$ cat src/rtl/i2c_pkg.sv
// Shared definitions for the I2C word receiver: receive-state encoding and
// the width helper for the bit counter / word-length port.
package i2c_pkg;

   typedef enum logic [1:0] {
      ST_IDLE  = 2'd0,
      ST_ARMED = 2'd1,
      ST_SHIFT = 2'd2,
      ST_DONE  = 2'd3
   } rx_state_e;

   // Bits needed to count 0..dw inclusive (CNT_W of the receiver).
   function automatic int cnt_width(input int dw);
      return $clog2(dw + 1);
   endfunction

endpackage

$ cat src/rtl/i2c_line_filter.sv
// One bus line: metastability synchroniser followed by a glitch filter.
// The filtered output only follows the synchronised input after FILTER_LEN
// consecutive samples disagree with it. Everything resets to the idle-bus
// level (1).
module i2c_line_filter #(
   parameter int SYNC_STAGES = 2,
   parameter int FILTER_LEN  = 3
) (
   input  logic clk,
   input  logic rst_n,
   input  logic line_i,
   output logic line_o
);

   localparam int FCNT_W = (FILTER_LEN > 1) ? $clog2(FILTER_LEN) : 1;
   localparam logic [FCNT_W-1:0] RELOAD = FCNT_W'(FILTER_LEN - 1);

   logic [SYNC_STAGES-1:0] sync_q;
   logic                   samp;
   logic                   filt_q, filt_d;
   logic [FCNT_W-1:0]      cnt_q, cnt_d;

   assign samp   = sync_q[SYNC_STAGES-1];
   assign line_o = filt_q;

   // Down-counter armed with FILTER_LEN-1; a disagreeing sample at terminal
   // count flips the output, any agreeing sample re-arms it.
   always_comb begin
      filt_d = filt_q;
      cnt_d  = cnt_q;
      if (samp == filt_q) begin
         cnt_d = RELOAD;
      end else if (cnt_q == '0) begin
         filt_d = samp;
         cnt_d  = RELOAD;
      end else begin
         cnt_d = cnt_q - FCNT_W'(1);
      end
   end

   // Synchroniser chain and filter state.
   always_ff @(posedge clk or negedge rst_n) begin
      if (!rst_n) begin
         sync_q <= '1;
         filt_q <= 1'b1;
         cnt_q  <= RELOAD;
      end else begin
         sync_q <= {sync_q[SYNC_STAGES-2:0], line_i};
         filt_q <= filt_d;
         cnt_q  <= cnt_d;
      end
   end

endmodule

$ cat src/rtl/i2c_slave_rx_word.sv
// I2C slave receive front end: filters SCL/SDA, detects START/STOP, and
// deserialises MSB-first words of a runtime-selected length into data_o.
//
// state    | meaning
// ---------+-----------------------------------------------------------
// ST_IDLE  | rd_en low; framing cleared, pulses suppressed, data_o held
// ST_ARMED | waiting for the first bit of a word (bit_cnt = 0)
// ST_SHIFT | word partially received (rd_busy)
// ST_DONE  | one cycle: publish masked word, pulse data_valid
module i2c_slave_rx_word
   import i2c_pkg::*;
#(
   parameter int  DATA_WIDTH  = 8,
   parameter int  SYNC_STAGES = 2,
   parameter int  FILTER_LEN  = 3,
   localparam int CNT_W       = cnt_width(DATA_WIDTH)
) (
   input  logic                  clk,
   input  logic                  rst_n,
   input  logic                  rd_en,
   input  logic [CNT_W-1:0]      rd_len,
   output logic [DATA_WIDTH-1:0] data_o,
   output logic                  data_valid,
   output logic                  bit_ld,
   output logic                  rd_busy,
   output logic                  get_start,
   output logic                  get_stop,
   output logic                  rd_err,
   input  logic                  scl_i,
   input  logic                  sda_i
);

   localparam logic [CNT_W-1:0] DW_CNT = CNT_W'(DATA_WIDTH);

   logic scl_f, sda_f;
   logic scl_prev_q, sda_prev_q;
   logic scl_rise, scl_fall, sda_rise, sda_fall;
   logic cond_start, cond_stop;

   rx_state_e             state_q, state_d;
   logic [CNT_W-1:0]      len_q, len_d;
   logic [CNT_W-1:0]      bit_cnt_q, bit_cnt_d;
   logic [CNT_W-1:0]      bit_cnt_inc;
   logic [CNT_W-1:0]      len_eff;
   logic [DATA_WIDTH-1:0] shreg_q, shreg_d;
   logic [DATA_WIDTH-1:0] shreg_shift;
   logic [DATA_WIDTH-1:0] len_mask;
   logic [DATA_WIDTH-1:0] data_q, data_d;
   logic                  smp_q, smp_d;
   logic                  smp_vld_q, smp_vld_d;
   logic                  valid_q, valid_d;
   logic                  bit_ld_q, bit_ld_d;
   logic                  start_q, start_d;
   logic                  stop_q, stop_d;
   logic                  err_q, err_d;

   i2c_line_filter #(
      .SYNC_STAGES (SYNC_STAGES),
      .FILTER_LEN  (FILTER_LEN)
   ) u_scl_filter (
      .clk    (clk),
      .rst_n  (rst_n),
      .line_i (scl_i),
      .line_o (scl_f)
   );

   i2c_line_filter #(
      .SYNC_STAGES (SYNC_STAGES),
      .FILTER_LEN  (FILTER_LEN)
   ) u_sda_filter (
      .clk    (clk),
      .rst_n  (rst_n),
      .line_i (sda_i),
      .line_o (sda_f)
   );

   assign scl_rise = scl_f & ~scl_prev_q;
   assign scl_fall = ~scl_f & scl_prev_q;
   assign sda_rise = sda_f & ~sda_prev_q;
   assign sda_fall = ~sda_f & sda_prev_q;

   // SCL must have been high on both sides of the SDA edge; an SDA edge that
   // coincides with scl_fall is a normal data change, not a bus condition.
   assign cond_start = scl_f & scl_prev_q & sda_fall;
   assign cond_stop  = scl_f & scl_prev_q & sda_rise;

   assign len_eff     = ((rd_len == '0) || (rd_len > DW_CNT)) ? DW_CNT : rd_len;
   assign bit_cnt_inc = bit_cnt_q + CNT_W'(1);
   assign shreg_shift = (shreg_q << 1) | DATA_WIDTH'(smp_q);

   assign data_o     = data_q;
   assign data_valid = valid_q;
   assign bit_ld     = bit_ld_q;
   assign rd_busy    = (state_q == ST_SHIFT);
   assign get_start  = start_q;
   assign get_stop   = stop_q;
   assign rd_err     = err_q;

   // Keep only the low len_q bits of the finished word.
   always_comb begin
      len_mask = '0;
      for (int i = 0; i < DATA_WIDTH; i++) begin
         if (CNT_W'(i) < len_q) len_mask[i] = 1'b1;
      end
   end

   // Receive FSM: next state, framing registers and output pulses.
   always_comb begin
      state_d   = state_q;
      len_d     = len_q;
      bit_cnt_d = bit_cnt_q;
      shreg_d   = shreg_q;
      smp_d     = smp_q;
      smp_vld_d = smp_vld_q;
      data_d    = data_q;
      valid_d   = 1'b0;
      bit_ld_d  = 1'b0;
      start_d   = 1'b0;
      stop_d    = 1'b0;
      err_d     = 1'b0;

      if (!rd_en) begin
         state_d   = ST_IDLE;
         bit_cnt_d = '0;
         shreg_d   = '0;
         smp_vld_d = 1'b0;
      end else begin
         unique case (state_q)
            ST_IDLE: begin
               state_d = ST_ARMED;
            end
            ST_ARMED, ST_SHIFT: begin
               if (cond_start || cond_stop) begin
                  // A condition between words is legal; inside a word it
                  // aborts the word. Either way framing restarts.
                  start_d   = cond_start;
                  stop_d    = cond_stop;
                  err_d     = (state_q == ST_SHIFT);
                  state_d   = ST_ARMED;
                  bit_cnt_d = '0;
                  shreg_d   = '0;
                  smp_vld_d = 1'b0;
               end else if (scl_rise) begin
                  smp_d     = sda_f;
                  smp_vld_d = 1'b1;
                  if (state_q == ST_ARMED) len_d = len_eff;
               end else if (scl_fall && smp_vld_q) begin
                  // Only a fall that closes a sampled high phase moves a bit;
                  // the fall right after START has nothing to shift.
                  shreg_d   = shreg_shift;
                  bit_cnt_d = bit_cnt_inc;
                  bit_ld_d  = 1'b1;
                  smp_vld_d = 1'b0;
                  state_d   = (bit_cnt_inc == len_q) ? ST_DONE : ST_SHIFT;
               end
            end
            ST_DONE: begin
               data_d    = shreg_q & len_mask;
               valid_d   = 1'b1;
               shreg_d   = '0;
               bit_cnt_d = '0;
               smp_vld_d = 1'b0;
               state_d   = ST_ARMED;
            end
            default: begin
               state_d = ST_IDLE;
            end
         endcase
      end
   end

   // Edge history, FSM state, framing registers and registered outputs.
   always_ff @(posedge clk or negedge rst_n) begin
      if (!rst_n) begin
         scl_prev_q <= 1'b1;
         sda_prev_q <= 1'b1;
         state_q    <= ST_IDLE;
         len_q      <= DW_CNT;
         bit_cnt_q  <= '0;
         shreg_q    <= '0;
         smp_q      <= 1'b0;
         smp_vld_q  <= 1'b0;
         data_q     <= '0;
         valid_q    <= 1'b0;
         bit_ld_q   <= 1'b0;
         start_q    <= 1'b0;
         stop_q     <= 1'b0;
         err_q      <= 1'b0;
      end else begin
         scl_prev_q <= scl_f;
         sda_prev_q <= sda_f;
         state_q    <= state_d;
         len_q      <= len_d;
         bit_cnt_q  <= bit_cnt_d;
         shreg_q    <= shreg_d;
         smp_q      <= smp_d;
         smp_vld_q  <= smp_vld_d;
         data_q     <= data_d;
         valid_q    <= valid_d;
         bit_ld_q   <= bit_ld_d;
         start_q    <= start_d;
         stop_q     <= stop_d;
         err_q      <= err_d;
      end
   end

endmodule

$ cat config.mk
export PLATFORM = sky130hd
export DESIGN_NAME = i2c_slave_rx_word
export DESIGN_NICKNAME = d
export VERILOG_FILES = /design/src/rtl/i2c_pkg.sv /design/src/rtl/i2c_line_filter.sv /design/src/rtl/i2c_slave_rx_word.sv
export SDC_FILE = /design/constraint.sdc
export NUM_CORES = 1
export LEC_CHECK = 0
export ABC_AREA = 1
export CORE_UTILIZATION = 41
export CTS_BUF_LIST = sky130_fd_sc_hd__clkbuf_16
export CTS_CLUSTER_SIZE = 24
export DETAILED_ROUTE_END_ITERATION = 16
export GPL_ROUTABILITY_DRIVEN = 0
export PLACE_DENSITY = 0.72
export SLEW_MARGIN = 20
export SYNTH_ARGS = -nofsm -noshare
export SYNTH_HDL_FRONTEND = slang
export SYNTH_SLANG_ARGS = --single-unit
$ cat constraint.sdc
create_clock -name clk -period 1.6 [get_ports clk]
set_input_delay 0.32 -clock clk [delete_from_list [all_inputs] [get_ports clk]]
set_output_delay 0.32 -clock clk [all_outputs]
set_load 0.01 [all_outputs]
==> results.toml, run 1 <==
[run_status]
status = "finished, final reports clean"

[layout]
insertedDiodeCount = 0
fin_util_pct = 55.5
final_common_cell = "nand2_1"
final_layout_size_suffix_gt1_share_pct = 21.7
mostFrequentLayoutCells = "63 x nand2_1, 34 x dfrtp_1, 28 x inv_1, 20 x clkdlybuf4s50_1, 15 x nand3_1"
syn_to_final_growth_pct = 28.4
nets = 279
layout.cells.non_filler = 330

[place]
placedCellCount = 320
post-dp-hpwl_mm = 2.60
port-buffer-count = 22
place_ws_ns = -0.0436

[pwr]
clkPwrFrac_pct = 28.0
p_int_mw = 2.71
p_seq_share_pct = 41.2
sw_frac_of_total_pct = 32.4
total_power_mw = 4.01
p_comb_share_pct = 30.8
power_density_nw_per_um2 = 1500
switchingPower_mw = 1.30
ir_worst_vdd_uv = 709
power_leakage_nw = 1.26

[clocking]
cts_tree = "yes"
hold_buffers = 0
path_clk_slew_ns = 0.06
h-tree-depth = 2
clock-sinks = 45
cts_root_buf = "clkbuf_16"
cts.path.max_buffers = 2
cts_made_buffers = 5
clkLatencyLatePin_ns = 0.28

[floorplanning]
placementRows = 25
core_um2 = 4820
start_util_pct = 43.2
die_area_um2 = 5370
ioPinCount = 23
fp.dieW_um = 73.3
dieHeight_um = 73.3

[synthesis]
ys_types = 24
synthCells = 225
synth_top_area_share_pct = 40.8
syn-num-nets = 242
synth_seq_cells = 45
yosysWarnings = 0
synth_area_leaders = "dfrtp_1 41%, dfstp_2 14%, nand2_1 12%, o21ai_2 5.5%, inv_1 5.2%"
syn_area_per_cell_um2 = 9.26
synth_largest_area_cell = "dfrtp_1"
synth.cell_area_um2 = 2080
seq_area_frac_synth_pct = 54.7

[drt]
drtIter0Drc = 80
route.detailed.drc = 0
drtPass1Iterations = 4
via_per_inst = 4.63
ant_nets = 0
wirelength_mm = 3.77
vias = 1529
wl_per_cell_um = 11.4

[sta]
relSlewSlack_pct = 83.9
final.period_utilization_pct = 94.5
worst_pin_slew_ns = 0.240
max_clock_freq_mhz = 661
report.final.slew_viol_count = 0
finalCriticalPeriod_ns = 1.51
hold_viol = 0
finalSetupViolations = 0
setup_ws_ns = 0.0876
rsz0062_at_grt = "true"
finClkSkew_ns = 0.00764

[worst_setup_path]
arrival_ns = 1.19
cpLargestDelayFamily = "buffers and inverters"
cpPeakStageDelay_ns = 0.55
crit_fanout = 2
startpoint_type = "flip-flop"
crit_path_end_kind = "output pin"
cpMaxStageDelayCell = "clkdlybuf4s50_1"
crit_type = "flip-flop to output pin"
path_buf_inv = 1
timing.rr.start = "state_q[0]"
critPathLaunch = "data_o[6]"
required_ns = 1.28
worst-path-stages = 1
path_cells = "clkdlybuf4s50_1"
r2r_cells = 8

[grt]
grt_max_degree = 46
antenna_found_initial = 0
grt_use_total_pct = 16.1
grt_pass1_vias = 1471
globalRouteOverflowTotal = 0
grt_pass1_wl_mm = 6.57

[worst_hold_path]
hp-class = "input port to asynchronous set/reset pin"

[run]
maxCapViolCount = 0
[cells in the mapped netlist]
master and instances:
o21ai_0 14, buf_6 2, a211oi_1 1, clkbuf_1 1
nand2_2 2, a21oi_1 1, a31o_2 1, nand4_1 2
inv_1 29, o21ai_2 13, dfstp_2 11, dfrtp_1 34
nand3_1 15, buf_4 1, a21boi_0 2, and3_2 1
o31ai_1 1, o21bai_1 1, nand4_2 1, ha_1 8
xnor2_1 3, nand2_1 66, nor2_4 2, nor2_1 13
[per-stage QoR]
step | TNS (ns) | instance area [um2] | hold WS [ns]
2_1_floorplan | 0 | 2080 | 0.0244
3_3_place_gp | -0.123 | 2450 | 0.310
3_5_place_dp | -0.393 | 2450 | 0.315
4_1_cts | 0 | 2650 | 0.0154
5_1_grt | -0.00231 | 2680 | 0.0397
6_report | 0 | 2680 | 0.00657
[path summary, 6_finish.rpt]
check / to / slack [ns]
worst max-delay path: data_o[6] / 0.09
worst min-delay path: u_scl_filter.cnt_q[0] / 0.007
worst min register to register: u_sda_filter.sync_q[1] / 0.36
max in group asynchronous: len_q[3] / 1.33
worst max register to register: bit_cnt_q[2] / 0.09
min in group clk: u_sda_filter.sync_q[1] / 0.36
[area by class of cell]
class | count | area [um2]
well taps | 67 | 83.8
clock buffers | 5 | 125
clock inverters | 3 | 38.8
flip-flops and latches | 45 | 1140
fillers | 426 | 2140
repair buffers | 34 | 353
multi-input cells | 147 | 826
inverters | 29 | 109
[power by group through the flow]
stage / sequential [mW] / clock [mW] / combinational, mW
2_1_floorplan: 1.62 / 0 / 0.814
3_3_place_gp: 1.66 / 0 / 1.08
3_5_place_dp: 1.67 / 0 / 1.10
4_1_cts: 1.65 / 1.14 / 1.20
5_1_grt: 1.69 / 1.17 / 1.43
6_report: 1.65 / 1.12 / 1.23
[sequential cells by signal, summed over array words and instances (netlist names)]
register	flops
bit_cnt_q	4
bit_ld	1
data_o	8
data_valid	1
get_start	1
get_stop	1
len_q	4
rd_err	1
scl_prev_q	1
sda_prev_q	1
shreg_q	8
smp_q	1
smp_vld_q	1
state_q	2
u_scl_filter.cnt_q	2
u_scl_filter.line_o	1
u_scl_filter.sync_q	2
u_sda_filter.cnt_q	2
u_sda_filter.line_o	1
u_sda_filter.sync_q	2
[logic make-up after synthesis]
group | count (synthesis) | synth area share [%]
and+or+nand+nor | 102 | 21.1
adders and majority gates | 8 | 4.80
buffers and inverters | 33 | 6.85
AOI/OAI and AO/OA | 34 | 11.3
DFF | 45 | 54.7
xor gates and xnor gates | 3 | 1.26
[metal layers]
| metal | part of all wire (%) | up-vias | global-route usage, % | wire [um] |
|---|---|---|---|---|
| met1 | 49 | 709 | 21.5 | 1830 |
| met3 | 2.6 | 6 | 3.29 | 97 |
| li1 | - | 790 | - | - |
| met4 | 1.9 | 0 | 7.41 | 72 |
| met5 | 0 | - | 0 | 0 |
| met2 | 47 | 24 | 25.3 | 1770 |
[what timing repair did]
item	CTS	global route
setup buffers	0	1
pin swaps	2	6
gates resized for setup	4	6
endpoints found under the setup margin	17	18
cloned	1	0
endpoints found under the hold margin	0	0
Power figures use the tool's default switching activity.
==> inputs of run 2 (changes only) <==
Settings changed: PLACE_DENSITY 0.72 to 0.7.
==> run 2 against run 1 <==
Effect of this change: global-route usage is 1.4 points higher; first-iteration DRC count grew 13%; fmax fell by 0.33%; cell area shrank 1.2%; clock power fell by 14%; critical endpoint is now shreg_q[2]; register-to-register slack is essentially flat; combinational power is essentially flat; critical path depth rose by 8; routed wire length rose by 6.5%.
==> results.toml, run 2 (synthesized netlist as in run 1, its figures left out) <==
[run_status]
status = "finished, final reports clean"

[worst_setup_path]
arrival_ns = 1.73
critPathLaunch = "u_sda_filter.line_o"
required_ns = 1.81
crit_type = "flip-flop to flip-flop"
crit_fanout = 8
startpoint_type = "flip-flop"
timing.rr.start = "u_sda_filter.line_o"
crit_path_end_kind = "flip-flop"

[layout]
final_layout_size_suffix_gt1_share_pct = 21.9
insertedDiodeCount = 0
nets = 281
layout.cells.non_filler = 332
mostFrequentLayoutCells = "64 x nand2_1, 34 x dfrtp_1, 29 x inv_1, 20 x clkdlybuf4s50_1, 15 x nand3_1"
final_common_cell = "nand2_1"
syn_to_final_growth_pct = 26.9

[pwr]
ir_worst_vdd_uv = 878
power_leakage_nw = 1.25
power_density_nw_per_um2 = 1450

[run]
maxCapViolCount = 0

[sta]
setup_tns_ns = 0
max_clock_freq_mhz = 659
holdWs_ns = 0.00249
setup_ws_ns = 0.0826
hold_viol = 0
finalCriticalPeriod_ns = 1.52
finClkSkew_ns = 0.00935
worst_pin_slew_ns = 0.228
relSlewSlack_pct = 84.7
finalSetupViolations = 0
rsz0062_at_grt = "true"
report.final.slew_viol_count = 0
final.period_utilization_pct = 94.8

[drt]
via_per_inst = 4.70
drtPass1Iterations = 4
route.detailed.drc = 0
wirelength_mm = 4.01
ant_nets = 0
drtIter0Drc = 90
wl_per_cell_um = 12.1
vias = 1559

[place]
place_ws_ns = -0.0186
placedCellCount = 320
post-dp-hpwl_mm = 2.81
port-buffer-count = 22

[floorplanning]
dieHeight_um = 73.3
placementRows = 25
die_area_um2 = 5370
core_um2 = 4820
fp.dieW_um = 73.3
start_util_pct = 43.2
ioPinCount = 23

[grt]
grt_use_total_pct = 17.5
grt_pass1_vias = 1532
antenna_found_initial = 0
globalRouteOverflowTotal = 0
grt_pass1_wl_mm = 7.01
grt_max_degree = 46

[clocking]
clock-sinks = 45
clkLatencyLatePin_ns = 0.29
h-tree-depth = 2
hold_buffers = 0
cts.path.max_buffers = 2
cts_root_buf = "clkbuf_16"
cts_tree = "yes"
cts_made_buffers = 5
path_clk_slew_ns = 0.06

[worst_hold_path]
hp-class = "input port to asynchronous set/reset pin"
-- run 2: power breakdown --
group	switching, mW	internal (mW)	leakage [nW]
registers	0.212	1.44	0.573
logic	0.700	0.512	0.602
clock network	0.403	0.564	0.0762
total	1.32	2.52	1.25
-- run 2: worst max-delay path: stages (launching register included) --
cell and delay (ns):
dfstp_2 0.56, inv_1 0.08, nand4_2 0.11, nand2_4 0.09, nor2_4 0.15, nand2_1 0.08, nand2_2 0.10, buf_4 0.17
nand2_1 0.07, o21ai_2 0.05
-- run 2: timing repair --
item	4_1_cts	5_1_grt
setup buffers	0	4
gates resized for setup	1	9
setup endpoints to repair	1	17
cloned	0	0
pin swaps	0	2
-- run 2: layer usage --
metal  wire, um  track usage (%)  up-vias
met5          0                0        -
met1       1820             22.3      734
met3         90             3.84        9
met4         87             7.84        0
met2       2010             28.6       24
li1           -                -      792
-- run 2: through the flow --
stage	utilization (%)	total power, mW	cell area [um2]
floorplan	-	2.43	2080
detailed placement	50.8	2.78	2450
finish	54.9	3.83	2640
global route	54.9	4.13	2640
CTS	53.7	3.76	2580
global placement	50.8	2.74	2450
-- run 2: cell type report --
cell class	count	area, um2
clock buffer	5	125
clock inverter	3	12.5
fill	458	2170
inverter	29	109
multi-input combinational	147	826
sequential	45	1140
tap	67	83.8
timing repair buffer	36	348
-- run 2: worst paths after layout --
path                                          end  slack (ns)  cells after the start
setup / recovery                       shreg_q[2]        0.08                      9
hold / removal                          get_start       0.002                      2
setup reg to reg                       shreg_q[2]        0.08                      9
hold reg to reg            u_sda_filter.sync_q[1]        0.36                      0
max in group asynchronous                len_q[3]        1.33                      2
min in group clk           u_sda_filter.sync_q[1]        0.36                      0
==> inputs of run 3 (changes only) <==
Settings changed: CTS_BUF_LIST sky130_fd_sc_hd__clkbuf_16 to sky130_fd_sc_hd__clkbuf_8, GPL_ROUTABILITY_DRIVEN 0 to 1.
==> run 3 against run 2 <==
Effect of this change: cell count up 0.30%; flip-flop and latch count unchanged; cell area down 1.7%; non-clock buffer count up 1; utilization down 0.91 points; hold slack better by 0.36 ns; global-route usage down 0.30 points; clock power down 31%; die area unchanged; via count up 1.4%; critical path type is now flip-flop to output pin.
==> results.toml, run 3 (synthesized netlist as in run 1, its figures left out) <==
[place]
post-dp-hpwl_mm = 2.81
routabilityCongestion = 0.791
port-buffer-count = 22
place_ws_ns = -0.0186
placed_cell_area_um2 = 2450

[worst_setup_path]
crit_path_end_kind = "output pin"
arrival_ns = 1.21
timing.rr.start = "u_scl_filter.line_o"
r2r_cells = 8
startpoint_type = "flip-flop"
reg2reg_slack_ns = 0.08
cpMaxStageDelayCell = "clkdlybuf4s50_1"
path_buf_inv = 1
cpPeakStageDelay_ns = 0.55
crit_fanout = 2
cpLargestDelayFamily = "buffers and inverters"
required_ns = 1.28
path_cells = "clkdlybuf4s50_1"
crit_type = "flip-flop to output pin"
reg2reg_to = "shreg_q[2]"

[sta]
hold_viol = 0
final.period_utilization_pct = 95.6
finalCriticalPeriod_ns = 1.53
finClkSkew_ns = 0.0129
finalSetupViolations = 0
setup_ws_ns = 0.0704
max_clock_freq_mhz = 654
report.final.slew_viol_count = 0
relSlewSlack_pct = 84.7
worst_pin_slew_ns = 0.228

[drt]
via_per_inst = 4.75
drtPass1Iterations = 4
ant_nets = 0
vias = 1581
drtIter0Drc = 99
wirelength_mm = 3.92
route.detailed.drc = 0
wl_per_cell_um = 11.8

[run_status]
status = "finished, final reports clean"

[layout]
fin_area_um2 = 2600
insertedDiodeCount = 0
mostFrequentLayoutCells = "63 x nand2_1, 34 x dfrtp_1, 28 x inv_1, 20 x clkdlybuf4s50_1, 15 x nand3_1"
nets = 282
syn_to_final_growth_pct = 24.8
final_layout_size_suffix_gt1_share_pct = 22.6
final_common_cell = "nand2_1"

[worst_hold_path]
min_to = "u_sda_filter.sync_q[1]"
min_from = "u_sda_filter.sync_q[0]"
hold_path_depth = 0
hp-class = "flip-flop to flip-flop"

[pwr]
p_int_mw = 2.24
sw_frac_of_total_pct = 36.4
clkPwrFrac_pct = 18.9
power_leakage_nw = 1.23
ir_worst_vdd_uv = 737
switchingPower_mw = 1.28
power_density_nw_per_um2 = 1350
p_seq_share_pct = 46.7
p_comb_share_pct = 34.4

[floorplanning]
core_um2 = 4820
start_util_pct = 43.2
ioPinCount = 23
fp.dieW_um = 73.3
dieHeight_um = 73.3
die_area_um2 = 5370
placementRows = 25

[clocking]
cts.path.max_buffers = 2
h-tree-depth = 2
clock-sinks = 45
cts_tree = "yes"
clkLatencyLatePin_ns = 0.30
cts_root_buf = "clkbuf_8"
cts_made_buffers = 5
path_clk_slew_ns = 0.08

[grt]
grt_max_degree = 46
antenna_found_initial = 0
grt_pass1_wl_mm = 6.91
globalRouteOverflowTotal = 0
grt_use_total_pct = 17.2
grt_pass1_vias = 1541

[run]
maxCapViolCount = 0
## run 3: layer usage
layer	global-route usage, %	routed length, um
met5	0	0
met4	10.0	131
met3	4.53	97
met2	26.0	1860
met1	22.3	1830
## run 3: how the worst max path moves through the flow
stage / start / end / slack (ns) / cells past startpoint
floorplan: state_q[0] / bit_cnt_q[2] / 0.06 / 9
global placement: rd_en / shreg_q[0] / 0.01 / 8
detailed placement: rd_en / shreg_q[0] / -0.02 / 8
CTS: state_q[1] / shreg_q[2] / -0.006 / 9
global route: u_sda_filter.line_o / len_q[2] / -0.03 / 8
finish: data_o[6] / data_o[6] / 0.07 / 1
## run 3: final cells by class
class | count | area (um2)
Multi-Input combinational cell | 147 | 828
Tap cell | 67 | 83.8
Clock buffer | 5 | 68.8
Timing Repair Buffer | 37 | 358
Clock inverter | 3 | 12.5
Inverter | 29 | 109
Sequential cell | 45 | 1140
Fill cell | 467 | 2220
## run 3: repair_timing
item | CTS | global route
gates resized for setup | 1 | 13
gates cloned | 0 | 1
endpoints found under the hold margin | 11 | 0
setup endpoints to repair | 4 | 17
setup buffers | 0 | 3
pin swaps | 0 | 3
hold buffers | 1 | 0
## run 3: through the flow
stage | TNS [ns] | instances | util, % | power [mW] | hold WS, ns
2_1_floorplan | 0 | 225 | - | 2.43 | 0.0244
3_3_place_gp | 0 | 320 | 50.8 | 2.74 | 0.310
3_5_place_dp | -0.199 | 320 | 50.8 | 2.78 | 0.323
4_1_cts | -0.00737 | 329 | 52.7 | 3.45 | 0.364
5_1_grt | -0.273 | 333 | 54.0 | 3.80 | 0.366
6_report | 0 | 333 | 54.0 | 3.52 | 0.360
## run 3: power groups by stage
stage / registers (mW) / logic (mW) / clock network, mW
4_1_cts: 1.64 / 1.12 / 0.682
3_5_place_dp: 1.66 / 1.11 / 0
6_report: 1.64 / 1.21 / 0.665
3_3_place_gp: 1.66 / 1.08 / 0
2_1_floorplan: 1.62 / 0.814 / 0
5_1_grt: 1.69 / 1.39 / 0.727
